$ cat src/rtl/canvas_cmd_unit.sv
// rtl/canvas_cmd_unit.sv - command FIFO and executor driving frame-buffer, palette and scroll ports
// Optional FILL opcode enabled by defining CANVAS_CMD_FILL_EN.
module canvas_cmd_unit (
    input  logic        i_cmd_clk,
    input  logic        i_rst_n,
    input  logic        i_cmd_valid,
    input  logic [31:0] i_cmd_data,
    output logic        o_cmd_ready,
    output logic        o_fb_we,
    output logic [8:0]  o_fb_col,
    output logic [7:0]  o_fb_row,
    output logic [7:0]  o_fb_data,
    output logic        o_pal_we,
    output logic [7:0]  o_pal_index,
    output logic [11:0] o_pal_color,
    output logic [9:0]  o_scroll_x,
    output logic [8:0]  o_scroll_y,
    output logic        o_busy,
    output logic [7:0]  o_err_count
);

    logic [31:0] fifo_mem [4];
    logic [1:0]  wr_ptr;
    logic [1:0]  rd_ptr;
    logic [2:0]  fifo_count;
    logic        push;
    logic        pop;
    logic [31:0] cmd;
    logic [3:0]  opcode;
    logic [8:0]  addr_col;
    logic [7:0]  addr_row;
    logic [8:0]  next_col;
    logic [7:0]  next_row;
    logic        unused_bits;

`ifdef CANVAS_CMD_FILL_EN
    typedef enum logic {ST_IDLE, ST_FILL} state_t;
    state_t      state;
    logic [16:0] fill_left;
    logic [7:0]  fill_color;
    logic [16:0] fill_len;
    assign fill_len = cmd[24:8];
    assign pop      = (state == ST_IDLE) && (fifo_count != 3'd0);
`else
    assign pop      = (fifo_count != 3'd0);
    assign o_busy   = 1'b0;
`endif

    // Ready depends only on occupancy so a full FIFO stays closed even while popping.
    assign o_cmd_ready = (fifo_count != 3'd4);
    assign push        = i_cmd_valid && o_cmd_ready;
    assign cmd         = fifo_mem[rd_ptr];
    assign opcode      = cmd[31:28];
    assign unused_bits = ^cmd[27:20];

    assign next_col = addr_col + 9'd1;
    assign next_row = (addr_col == 9'h1FF) ? addr_row + 8'd1 : addr_row;

    always_ff @(posedge i_cmd_clk) begin
        if (push) fifo_mem[wr_ptr] <= i_cmd_data;
    end

    always_ff @(posedge i_cmd_clk or negedge i_rst_n) begin
        if (!i_rst_n) begin
            wr_ptr      <= 2'd0;
            rd_ptr      <= 2'd0;
            fifo_count  <= 3'd0;
            addr_col    <= 9'd0;
            addr_row    <= 8'd0;
            o_fb_we     <= 1'b0;
            o_fb_col    <= 9'd0;
            o_fb_row    <= 8'd0;
            o_fb_data   <= 8'd0;
            o_pal_we    <= 1'b0;
            o_pal_index <= 8'd0;
            o_pal_color <= 12'd0;
            o_scroll_x  <= 10'd0;
            o_scroll_y  <= 9'd0;
            o_err_count <= 8'd0;
`ifdef CANVAS_CMD_FILL_EN
            state       <= ST_IDLE;
            fill_left   <= 17'd0;
            fill_color  <= 8'd0;
            o_busy      <= 1'b0;
`endif
        end else begin
            if (push) wr_ptr <= wr_ptr + 2'd1;
            if (pop)  rd_ptr <= rd_ptr + 2'd1;
            case ({push, pop})
                2'b10:   fifo_count <= fifo_count + 3'd1;
                2'b01:   fifo_count <= fifo_count - 3'd1;
                default: fifo_count <= fifo_count;
            endcase

            o_fb_we  <= 1'b0;
            o_pal_we <= 1'b0;
`ifdef CANVAS_CMD_FILL_EN
            o_busy   <= 1'b0;
            if (state == ST_FILL) begin
                o_fb_we   <= 1'b1;
                o_busy    <= 1'b1;
                o_fb_col  <= addr_col;
                o_fb_row  <= addr_row;
                o_fb_data <= fill_color;
                addr_col  <= next_col;
                addr_row  <= next_row;
                fill_left <= fill_left - 17'd1;
                if (fill_left == 17'd1) state <= ST_IDLE;
            end else
`endif
            if (pop) begin
                case (opcode)
                    4'h0: ;
                    4'h1: begin
                        addr_col <= cmd[8:0];
                        addr_row <= cmd[16:9];
                    end
                    4'h2: begin
                        o_fb_we   <= 1'b1;
                        o_fb_col  <= addr_col;
                        o_fb_row  <= addr_row;
                        o_fb_data <= cmd[7:0];
                        addr_col  <= next_col;
                        addr_row  <= next_row;
                    end
`ifdef CANVAS_CMD_FILL_EN
                    // The first fill pixel is written on the popping edge itself.
                    4'h3: begin
                        if (fill_len != 17'd0) begin
                            o_fb_we    <= 1'b1;
                            o_busy     <= 1'b1;
                            o_fb_col   <= addr_col;
                            o_fb_row   <= addr_row;
                            o_fb_data  <= cmd[7:0];
                            addr_col   <= next_col;
                            addr_row   <= next_row;
                            fill_color <= cmd[7:0];
                            fill_left  <= fill_len - 17'd1;
                            if (fill_len != 17'd1) state <= ST_FILL;
                        end
                    end
`endif
                    4'h4: begin
                        o_pal_we    <= 1'b1;
                        o_pal_index <= cmd[19:12];
                        o_pal_color <= cmd[11:0];
                    end
                    4'h5: o_scroll_x <= cmd[9:0];
                    4'h6: o_scroll_y <= cmd[8:0];
                    default: begin
                        if (o_err_count != 8'hFF) o_err_count <= o_err_count + 8'd1;
                    end
                endcase
            end
        end
    end

endmodule

$ cat config.mk
export PLATFORM = sky130hd
export DESIGN_NAME = canvas_cmd_unit
export DESIGN_NICKNAME = d
export VERILOG_FILES = /design/src/rtl/canvas_cmd_unit.sv
export SDC_FILE = /design/constraint.sdc
export NUM_CORES = 1
export LEC_CHECK = 0
export ABC_CLOCK_PERIOD_IN_PS = 2400
export CORE_MARGIN = 5
export CORE_UTILIZATION = 40
export DETAILED_ROUTE_END_ITERATION = 16
export GPL_ROUTABILITY_DRIVEN = 0
export PLACE_DENSITY = 0.6
export SLEW_MARGIN = 25
export SYNTH_ARGS = -nofsm -noshare
export SYNTH_HDL_FRONTEND = slang
export SYNTH_SLANG_ARGS = --single-unit
$ cat constraint.sdc
create_clock -name i_cmd_clk -period 2.4 [get_ports i_cmd_clk]
set_clock_uncertainty 0.05 [all_clocks]
set_input_delay 0.48 -clock i_cmd_clk [delete_from_list [all_inputs] [get_ports i_cmd_clk]]
set_output_delay 0.48 -clock i_cmd_clk [all_outputs]
set_load 0.01 [all_outputs]
# Word-level counts from Yosys, hierarchy flattened
# Memories as Yosys holds them, arrays and structs flattened.
# Index checks and enable logic that the tools add are counted.
# op_classes
add_sub_neg	7
eq_ne	11
n_mux	10
n_bitwise	1
n_reduce_logical	13
# ops
operator	n
9-bit one-hot mux with 2 select lines	1
8-bit by 1-bit adder with 8-bit output, second input constant	2
8-bit one-hot mux with 2 select lines	1
4-bit by 3-bit == test with 1-bit output, second input constant	3
2-bit AND reduction	5
9-bit by 1-bit adder with 9-bit output, second input constant	1
9-bit == test, second input constant	1
8-bit two-way mux	1
8-bit != test, second input constant	1
1-bit two-way mux	6
3-bit one-hot mux with 2 select lines	1
3-bit AND reduction	2
6-bit OR reduction	1
2-bit by 1-bit adder with 2-bit output, second input constant	2
4-bit by 1-bit == test with 1-bit output, second input constant	1
4-bit by 2-bit == test with 1-bit output, second input constant	1
4-bit logical NOT	1
2-bit nonzero test	2
3-bit by 1-bit adder with 3-bit output, second input constant	1
3-bit != test, second input constant	1
3-bit nonzero test	1
3-bit by 1-bit subtractor with 3-bit output, second input constant	1
2-bit by 1-bit == test with 1-bit output, second input constant	1
2-bit == test, second input constant	1
other kinds (3)	3
# totals
reg_bits	98
ram_bits	128
input_bits	35
output_inout_bits	76
mem_count	1
# mem_list
memory	depth	word_bits	read_ports	rd_clocked_by_memory_dff	write_ports	line	text
fifo_mem	4	32	1	0	1	22	logic [31:0] fifo_mem [4];

# Longest topological paths before layout
# An unclocked memory read counts as a cell.
# logic_depth
word_depth	5
ltp_mapped	11
depth_no_buf	10

# Worst setup path before layout
# OpenSTA, ideal clock, no wires.
# synth_path
path_type	reg-to-reg
from	register rd_ptr[0]
to	register o_fb_col[0]
setup_time_ns	0.125
arrival_ns	2.240
required_ns	2.225
setup_slack_ns	-0.015
stages_incl_launch_ff	9
synth_period_minus_slack_ns	2.415
cell_sequence	dfrtp_1 buf_6 mux4_2 nor2_1 nand2_1 or3_1 buf_6 buf_8 mux2_4
# synth_via
elab_chain_cells	3
# synth_lines
item	line	text
from (decl)	24	logic [1:0] rd_ptr;
from (signal assigned)	88	if (pop) rd_ptr <= rd_ptr + 2'd1;
memory read 4 x 32 bit	n/a	
4-bit by 2-bit == test with 1-bit output	112	case (opcode)
2-bit AND reduction (no source line)	n/a	
to (signal assigned)	120	o_fb_col <= addr_col;
to (decl)	10	output logic [8:0] o_fb_col,
# No other way between the ends.
# A chain may end at the register's enable or synchronous reset.

# Final worst setup path
# layout_path
from	register rd_ptr[0]
to	register o_fb_col[5]
# The elaborated chain is that of the path after synthesis.

==> flow_metrics.py <==
metrics = {
    "status": {
        "status": "complete, no violations",
    },
    "synth": {
        "synth_seq_area_share": 0.6769,
        "ys.flop_type": "dfrtp_1",
        "synth_top_area_cell": "edfxtp_1",
        "async_flop_share": 0.5052,
        "syn_area_per_cell_um2": 16.66,
        "yosys-top-cells-area": "edfxtp_1 37%, dfrtp_1 31%, mux2_2 6.9%",
        "yosys_warnings": 0,
        "synth_cells": 473,
        "synth-edff-count": 96,
        "yosys.cell_types.count": 45,
        "yosys_register_bits": 194,
        "netlist.area_leader.share": 0.3658,
        "synthesis.area_um2": 7881,
        "syn_nets": 518,
    },
    "finish": {
        "nets": 662,
        "final_common_cell": "clkdlybuf4s50_1",
        "seqCellArea_um2": 5338,
        "final_util": 0.5291,
        "layout_common_cells": "100 x clkdlybuf4s50_1, 96 x dfrtp_1, 96 x edfxtp_1",
        "layout-drive-gt1-share": 0.2952,
        "areaGrowthSynthToFinish_pct": 30.66,
        "fillCellCount": 1587,
        "multi_input_area_um2": 2509,
        "diodes": 0,
    },
    "drt": {
        "drc": 0,
        "wl_per_cell_um": 18.05,
        "dr.pass1.iters": 4,
        "drtIter0Drc": 186,
        "via_count": 4476,
        "vias_per_cell": 5.001,
        "routed_wl_mm": 16.16,
        "ant_nets": 0,
    },
    "clocking": {
        "cts_sinks": 194,
        "cts_max_level": 4,
        "cts_tree": "done",
        "clkTransAtPathRegs_ns": 0.07,
        "cts_buffer_depth": 2,
        "cts-root-buf": "clkbuf_16",
        "clk_latency_ns": 0.43,
        "cts_inserted_buffers": 17,
    },
    "global_route": {
        "grt_overflow": 0,
        "grt_pass1_vias": 4645,
        "grt.total_usage": 0.1472,
        "grt_pass1_wl_mm": 25.45,
        "grt_antenna_before_repair": 1,
        "grt_max_degree": 54,
    },
    "floorplan": {
        "core_area_um2": 19460,
        "boundaryPins": 111,
        "die_y_um": 150.4,
        "start_util": 0.4050,
        "dieArea_um2": 22610,
        "rows": 51,
        "fp.dieW_um": 150.4,
    },
    "placement": {
        "io_buffers": 101,
        "dp_hpwl_mm": 11.03,
    },
    "power_and_ir_drop": {
        "ir_drop_mv": 0.6486,
        "total_leakage_power_nw": 4.025,
        "power_density_nw_per_um2": 1368,
    },
    "sta": {
        "fmax_mhz": 418.3,
        "report.final.hold_viol_count": 0,
        "finalCritPeriodShare": 0.9960,
        "fin_tns_setup_ns": 0,
        "slew_viol_final": 0,
        "setup_viol": 0,
        "rsz0062_at_grt": "true",
        "min_period_ns": 2.391,
    },
    "worst_setup_path": {
        "critPathMaxStageDelay_ns": 0.64,
        "crit_arrival_ns": 2.65,
        "crit_path_start_kind": "flop",
        "crit_chain": "mux4_2 > nor2_2 > nand2_1 > or3_4 > buf_12 > mux2_4",
        "crit_buf_inv": 1,
        "cp_top_family": "multiplexers",
        "crit_slowest_cell": "mux4_2",
        "worstPathMaxFanout": 13,
        "endpoint_kind": "flop",
        "required_ns": 2.66,
        "path_class": "flop to flop",
    },
    "job": {
        "drv_cap": 0,
    },
    "worst_hold_path": {
        "worstHoldPathType": "flop to flop",
    },
}
==> layout make-up <==
| cell class | count | share of cell area |
|---|---|---|
| Timing Repair Buffer | 145 | 0.1469 |
| Multi-Input combinational cell | 250 | 0.2436 |
| Sequential cell | 194 | 0.5183 |
| Clock inverter | 15 | 0.01434 |
| Clock buffer | 17 | 0.04131 |
| Inverter | 9 | 0.003281 |
| Tap cell | 265 | 0.03220 |
==> power by group <==
group | internal, mW | switching (mW) | total, mW
Sequential | 4.68 | 0.671 | 5.35
Combinational | 3.36 | 2.64 | 6.00
Clock | 1.47 | 1.27 | 2.73
Total | 9.51 | 4.58 | 14.1
==> synthesized netlist by cell type (all sizes together) (4+ instances only) <==
| cell type | number |
|---|---|
| clkbuf | 10 |
| buf | 10 |
| nor2 | 17 |
| nand2 | 18 |
| and2 | 5 |
| a21oi | 19 |
| mux2i | 4 |
| mux2 | 67 |
| nor3 | 4 |
| dfrtp | 98 |
| mux4 | 24 |
| edfxtp | 96 |
| nand3 | 13 |
| xnor2 | 11 |
| o21ai | 19 |
| ha | 9 |
| inv | 9 |
| and3 | 10 |
| nor3b | 5 |
==> layer usage <==
| layer | GRT usage | routed length (µm) |
|---|---|---|
| met1 | 0.1903 | 6962 |
| met2 | 0.2438 | 8367 |
| met3 | 0.03642 | 599 |
| met4 | 0.04941 | 218 |
| met5 | 0 | 10 |
==> timing repair <==
action | in CTS | in global routing
setup buffers | 1 | 4
cloned | 0 | 2
gates resized for setup | 3 | 28
endpoints found under the hold margin | 24 | 0
pin swaps | 0 | 6
hold buffers | 1 | 0
endpoints found under the setup margin | 6 | 56
==> worst paths after layout <==
path	start	endpoint	slack, ns	cells after the start
min in group asynchronous	i_rst_n	o_pal_color[7]	0.46	2
min reg2reg	o_err_count[5]	o_err_count[5]	0.44	1
max	rd_ptr[0]	o_fb_col[5]	0.009	6
min	o_err_count[5]	o_err_count[5]	0.44	1
max in group asynchronous	i_rst_n	rd_ptr[0]	1.20	3
max reg2reg	rd_ptr[0]	o_fb_col[5]	0.009	6
==> registers in the layout, summed over array words and instances, names as in the netlist, 9 cells and up <==
signal       cells
addr_col         9
o_fb_col         9
o_scroll_y       9
fifo_mem        96
o_pal_color     12
o_scroll_x      10
==> stage by stage <==
stage / std cells / instance area [µm²] / hold slack [ns] / setup WS, ns / total power, mW
after floorplan: 473 / 7884 / 0.1344 / 0.01883 / 8.475
after global placement: 855 / 9508 / 0.3555 / -0.01729 / 11.03
after detailed placement: 855 / 9508 / 0.3635 / -0.03866 / 11.22
after CTS: 889 / 10120 / 0.4457 / 0.001530 / 14.05
after global routing: 895 / 10300 / 0.4623 / -0.08752 / 14.94
final: 895 / 10300 / 0.4400 / 0.009487 / 14.09
==> cell families (layout without fill, tap and decap cells) <==
kind of cell    after synthesis  after routing  synth area share
simple gates                 82             82           0.05414
mux                          95             95            0.1799
xor+xnor                     14             14           0.01556
buf+inv                      29            186           0.02096
flops                       194            194            0.6769
compound gates               48             48           0.03524
fa+ha+maj                    10             10           0.01683
other cells                   1              1         0.0004758
No activity file was read; power rests on OpenSTA's default activity.
